<file path="src/rtl/apb_mem_slave_if.sv">
// APB bus bundle for apb_mem_slave: the master drives the request, the slave
// returns PREADY/PRDATA/PSLVERR.
interface apb_mem_slave_if #(
  parameter int ADDR_W = 8,
  parameter int DATA_W = 8
);
  logic              psel;
  logic              penable;
  logic              pwrite;
  logic [ADDR_W-1:0] paddr;
  logic [DATA_W-1:0] pwdata;
  logic              pready;
  logic [DATA_W-1:0] prdata;
  logic              pslverr;

  modport master (
    output psel, penable, pwrite, paddr, pwdata,
    input  pready, prdata, pslverr
  );

  modport slave (
    input  psel, penable, pwrite, paddr, pwdata,
    output pready, prdata, pslverr
  );
endinterface

</file>
<file path="src/rtl/apb_mem_slave.sv">
// APB slave backed by a MEM_DEPTH-entry register memory that is cleared on reset.
// Defining APB_SLV_WAIT_EN inserts WAIT_CYCLES wait states into every access.
//
// state  | meaning
// IDLE   | no transfer in progress, waiting for a setup phase (PSEL=1, PENABLE=0)
// ACCESS | setup accepted, waiting out wait states, then completing on PREADY=1
module apb_mem_slave #(
  parameter int ADDR_W      = 8,
  parameter int DATA_W      = 8,
  parameter int MEM_DEPTH   = 64,
  parameter int WAIT_CYCLES = 2
) (
  input  logic             i_pclk,
  input  logic             i_presetn,
  apb_mem_slave_if.slave   apb
);

  localparam logic [0:0] ST_IDLE   = 1'b0;
  localparam logic [0:0] ST_ACCESS = 1'b1;
  localparam int         IDX_W     = (MEM_DEPTH > 1) ? $clog2(MEM_DEPTH) : 1;

  logic [0:0]        r_state;
  logic [DATA_W-1:0] r_mem [MEM_DEPTH];

  logic             w_setup;
  logic             w_access;
  logic             w_cnt_zero;
  logic             w_pready;
  logic             w_in_range;
  logic [IDX_W-1:0] w_idx;

  assign w_setup    = (r_state == ST_IDLE) && apb.psel && !apb.penable;
  assign w_access   = (r_state == ST_ACCESS) && apb.psel && apb.penable;
  assign w_pready   = w_access && w_cnt_zero;
  assign w_in_range = (32'(apb.paddr) < 32'(MEM_DEPTH));
  assign w_idx      = apb.paddr[IDX_W-1:0];

`ifdef APB_SLV_WAIT_EN
  logic [3:0] r_wait_cnt;

  assign w_cnt_zero = (r_wait_cnt == 4'd0);

  always_ff @(posedge i_pclk or negedge i_presetn) begin
    if (!i_presetn) begin
      r_wait_cnt <= 4'd0;
    end else if (w_setup) begin
      r_wait_cnt <= 4'(WAIT_CYCLES);
    end else if (w_access && !w_cnt_zero) begin
      r_wait_cnt <= r_wait_cnt - 4'd1;
    end
  end
`else
  // No wait counter in this build: every access completes in its first cycle.
  logic w_unused_wait;
  assign w_unused_wait = (WAIT_CYCLES != 0);
  assign w_cnt_zero    = 1'b1;
`endif

  always_ff @(posedge i_pclk or negedge i_presetn) begin
    if (!i_presetn) begin
      r_state <= ST_IDLE;
    end else begin
      case (r_state)
        ST_IDLE: begin
          if (w_setup) r_state <= ST_ACCESS;
        end
        ST_ACCESS: begin
          // Dropping PSEL before completion abandons the transfer.
          if (!apb.psel || w_pready) r_state <= ST_IDLE;
        end
        default: r_state <= ST_IDLE;
      endcase
    end
  end

  always_ff @(posedge i_pclk or negedge i_presetn) begin
    if (!i_presetn) begin
      for (int i = 0; i < MEM_DEPTH; i++) r_mem[i] <= '0;
    end else if (w_pready && apb.pwrite && w_in_range) begin
      r_mem[w_idx] <= apb.pwdata;
    end
  end

  assign apb.pready  = w_pready;
  assign apb.pslverr = w_pready && !w_in_range;
  assign apb.prdata  = (w_pready && !apb.pwrite && w_in_range) ? r_mem[w_idx] : '0;

endmodule

</file>
<file path="src/flat_wrapper.sv">
// flat-port wrapper written by rule: the top's interface ports become plain ports
module apb_mem_slave_flat 
#(
  parameter int ADDR_W      = 8,
  parameter int DATA_W      = 8,
  parameter int MEM_DEPTH   = 64,
  parameter int WAIT_CYCLES = 2
)
  (i_pclk, i_presetn, apb_psel, apb_penable, apb_pwrite, apb_paddr, apb_pwdata, apb_pready, apb_prdata, apb_pslverr);
  apb_mem_slave_if #(.ADDR_W(ADDR_W), .DATA_W(DATA_W)) apb_i ();
  input  logic i_pclk;
  input  logic i_presetn;
  input wire logic [$bits(apb_i.psel)-1:0] apb_psel;
  input wire logic [$bits(apb_i.penable)-1:0] apb_penable;
  input wire logic [$bits(apb_i.pwrite)-1:0] apb_pwrite;
  input wire logic [$bits(apb_i.paddr)-1:0] apb_paddr;
  input wire logic [$bits(apb_i.pwdata)-1:0] apb_pwdata;
  output wire logic [$bits(apb_i.pready)-1:0] apb_pready;
  output wire logic [$bits(apb_i.prdata)-1:0] apb_prdata;
  output wire logic [$bits(apb_i.pslverr)-1:0] apb_pslverr;
  assign apb_i.psel = apb_psel;
  assign apb_i.penable = apb_penable;
  assign apb_i.pwrite = apb_pwrite;
  assign apb_i.paddr = apb_paddr;
  assign apb_i.pwdata = apb_pwdata;
  assign apb_pready = apb_i.pready;
  assign apb_prdata = apb_i.prdata;
  assign apb_pslverr = apb_i.pslverr;
  apb_mem_slave #(.ADDR_W(ADDR_W), .DATA_W(DATA_W), .MEM_DEPTH(MEM_DEPTH), .WAIT_CYCLES(WAIT_CYCLES)) u_core (.i_pclk(i_pclk), .i_presetn(i_presetn), .apb(apb_i));
endmodule
</file>
<file path="config.mk">
export PLATFORM = sky130hd
export DESIGN_NAME = apb_mem_slave_flat
export DESIGN_NICKNAME = d
export VERILOG_FILES = /design/src/rtl/apb_mem_slave_if.sv /design/src/rtl/apb_mem_slave.sv /design/src/flat_wrapper.sv
export SDC_FILE = /design/constraint.sdc
export NUM_CORES = 1
export LEC_CHECK = 0
export BUFFER_PORTS_ARGS = -buffer_cell sky130_fd_sc_hd__buf_2
export CAP_MARGIN = 20
export CORE_MARGIN = 1.5
export CORE_UTILIZATION = 52
export DETAILED_ROUTE_END_ITERATION = 6
export PLACE_DENSITY = 0.67
export SETUP_SLACK_MARGIN = 0.05
export SLEW_MARGIN = 30
export SYNTH_ARGS = -nofsm -noshare
export SYNTH_HDL_FRONTEND = slang
export SYNTH_SLANG_ARGS = --single-unit
</file>
<file path="constraint.sdc">
create_clock -name i_pclk -period 2.3 [get_ports i_pclk]
set_clock_uncertainty 0.2 [all_clocks]
set_input_delay 0.345 -clock i_pclk [delete_from_list [all_inputs] [get_ports i_pclk]]
set_output_delay 0.345 -clock i_pclk [all_outputs]
set_load 0.02 [all_outputs]
</file>
==> results.sh <==
export IMPL_gp_congestion=0.913
export IMPL_layout_setup_ws_ns=-0.845
export IMPL_holdCritPathClass="in -> async"
export IMPL_synth_top_area_frac=0.522
export IMPL_mappedNetlistNets=1902
export IMPL_design_portCount=31
export IMPL_design_final_nets=2068
export IMPL_synth_yosys_seq_area_share=0.522
export IMPL_setup_violations_final=8
export IMPL_synth_area_top_cells="dfrtp_1, mux2_2, nand3b_1, a21oi_1, mux2i_1"
export IMPL_worst_endpoint_arrival_ns=2.60
export IMPL_fmaxAchievable_mhz=318
export IMPL_cts_max_path_buffers=3
export IMPL_wl_per_cell_um=25.8
export IMPL_yosys_cell_types_count=55
export IMPL_p_leak_nw=14.2
export IMPL_final_antenna_net_count=0
export IMPL_insertedDiodeCount=0
export IMPL_worstSetupStartpointType="flip-flop"
export IMPL_tritoncts_num_buffers=54
export IMPL_drv_max_cap_violation_count=0
export IMPL_dp_hpwl_um=46500
export IMPL_most_common_layout_cells="mux2_2, dfrtp_1, buf_4"
export IMPL_fin_crit_sh=1.37
export IMPL_ctsHtreeMaxLevel=2
export IMPL_post_route_cells_drive_above_1_share=0.512
export IMPL_die_width_um=220
export IMPL_worst_rel_slew_slack=0.423
export IMPL_die_area_sq_um=48600
export IMPL_most_common_cell_after_layout_fill_and_taps_aside="mux2_2"
export IMPL_floorplan_die_height_um=220
export IMPL_worst_ep_required_ns=1.75
export IMPL_worst_hold_slack_ns=0.0514
export IMPL_failing_checks="design-rule violations, negative setup slack"
export IMPL_grt_setup_unrepaired="yes"
export IMPL_route_final_wire_length_um=69500
export IMPL_postSynth_topFlopCell="dfrtp_1"
export IMPL_irDropWorstVdd_mv=0.541
export IMPL_power_density_nw_per_um2=658
export IMPL_synthDominantAreaCellType="dfrtp_1"
export IMPL_tightestPinTransition_ns=0.866
export IMPL_cts_reportedPaths_clkPinSlew_ns=0.06
export IMPL_hold_viol=0
export IMPL_syn_area_per_cell_sq_um=13.1
export IMPL_post_drt_via_cell_ratio=6.29
export IMPL_drc=2
export IMPL_outcome="finished, violations left"
export IMPL_area_delta_synth_final_pct=20.2
export IMPL_netlist_instances=1881
export IMPL_grt_pass1_wl_um=107000
export IMPL_grt_remaining_overflow=0
export IMPL_cell_area_after_synthesis_sq_um=24600
export IMPL_cts_root_buffer="clkbuf_16"
export IMPL_route_vias_total=16900
export IMPL_detailed_router_s_first_iteration_violation_count=1251
export IMPL_grt_pass1_vias=17500
export IMPL_tritoncts="yes"
export IMPL_yosys_warnings=0
export IMPL_detailedRoute_firstPassIterationCount=7
export IMPL_worstSetupEndpointType="primary output"
export IMPL_period_needed_ns=3.14
export IMPL_drv_slew=0
export IMPL_synth_ff_latch_count=513
export IMPL_dp_worst_setup_slack_ns=-0.809
export IMPL_design_power_total_mw=19.5
export IMPL_placeableCoreArea_sq_um=46700
export IMPL_grt_antenna_before_repair=0
export IMPL_grt_start_max_net_pins=89
export IMPL_place_port_buffers=30
export IMPL_crit_path_max_fanout=2
export IMPL_worst_setup_path_type="reg -> out"
export IMPL_clkSinkCount=513
export IMPL_grt_util_all_layers=0.294
export IMPL_initial_core_util=0.527
export IMPL_async_reset_ff_frac=1.00
export IMPL_worst_skew_pair_late_latency_ns=0.60
export IMPL_synth_edff_count=0
export IMPL_worst_r2r_setup_slack_ns=0.21
export IMPL_fp_row_count=79
==> state kept, by name, summed over array words and instances, names as in the netlist <==
name	flops
u_core.r_mem	512
u_core.r_state	1
==> metal layers <==
metal / GRT usage / vias up / wire [um]
met1: 0.387 / 8925 / 30100
met5: 0 / - / 0
met3: 0.0590 / 152 / 3900
met4: 0.108 / 0 / 2410
li1: - / 7362 / -
met2: 0.481 / 498 / 33200
==> report_power, final <==
part	internal, mW	switching, mW	leakage (nW)	total [mW]
clock network	5.35	3.56	0.903	8.90
registers	9.07	0.0210	7.16	9.09
logic	0.538	0.929	6.12	1.47
total	15.0	4.51	14.2	19.5
==> worst max-delay path, cell delays in order, from the launching register on <==
cell,delay (ns)
dfrtp_1,0.38
mux4_2,0.48
nand2_2,0.11
nand2_4,0.07
a222oi_1,0.44
a41oi_2,0.28
buf_4,0.24
==> timing repair <==
item | 4_1_cts | 5_1_grt
hold buffers | 5 | 0
gates cloned | 1 | 0
gates resized for setup | 48 | 18
setup endpoints to repair | 9 | 8
pin swaps | 32 | 24
setup buffers | 1 | 0
hold endpoints to repair | 307 | 0
==> synth_stat cells, types with 15 or more instances <==
| cell type | n |
|---|---|
| mux2i_1 | 37 |
| a221o_1 | 19 |
| nand2_2 | 59 |
| a221oi_1 | 39 |
| buf_1 | 17 |
| nand3b_1 | 79 |
| dfrtp_1 | 513 |
| buf_2 | 56 |
| nand2_1 | 19 |
| mux4_2 | 15 |
| nand3_1 | 37 |
| o41a_1 | 18 |
| a21oi_1 | 82 |
| a31oi_1 | 23 |
| mux2_2 | 530 |
| o21ai_0 | 35 |
| or3b_2 | 37 |
| a22oi_1 | 26 |
| clkbuf_1 | 77 |
==> final cells by class <==
class | count | area (sq um)
sequential | 513 | 12800
clock buffer | 80 | 1640
tap | 607 | 759
clock inverter | 15 | 178
multi-input combinational | 1207 | 11500
inverter | 3 | 11.3
fill | 3518 | 17100
timing repair buffer | 268 | 2620
==> metrics by stage <==
step                cells  cell area [sq um]  utilization  setup TNS, ns
floorplan            1881              24900            -         -0.814
global placement     2594              27400        0.586         -62.22
detailed placement   2594              27400        0.586         -67.72
CTS                  2695              29500        0.632          -5.76
global route         2693              29600        0.634          -6.17
finish               2693              29600        0.634          -5.71
==> kinds of logic (layout without fill, tap and decap cells) <==
| logic type | after synthesis | in the layout | share of synthesized area |
|---|---|---|---|
| buf+inv | 161 | 366 | 0.0293 |
| mux | 595 | 595 | 0.277 |
| flops | 513 | 513 | 0.522 |
| compound gates | 296 | 296 | 0.0854 |
| simple gates | 316 | 316 | 0.0859 |
==> final timing paths <==
kind,startpoint,cells past startpoint,to
hold / removal,i_presetn,2,u_core.r_mem[333]$_DFFE_PN0P_
hold reg to reg,u_core.r_mem[260]$_DFFE_PN0P_,1,u_core.r_mem[260]$_DFFE_PN0P_
min in group i_pclk,apb_pwdata[4],3,u_core.r_mem[52]$_DFFE_PN0P_
max in group asynchronous,i_presetn,3,u_core.r_mem[508]$_DFFE_PN0P_
setup reg to reg,u_core.r_state$_DFF_PN0_,7,u_core.r_mem[56]$_DFFE_PN0P_
setup / recovery,u_core.r_mem[207]$_DFFE_PN0P_,6,apb_prdata[7]
Note: power is estimated with default switching activity, not from simulation.
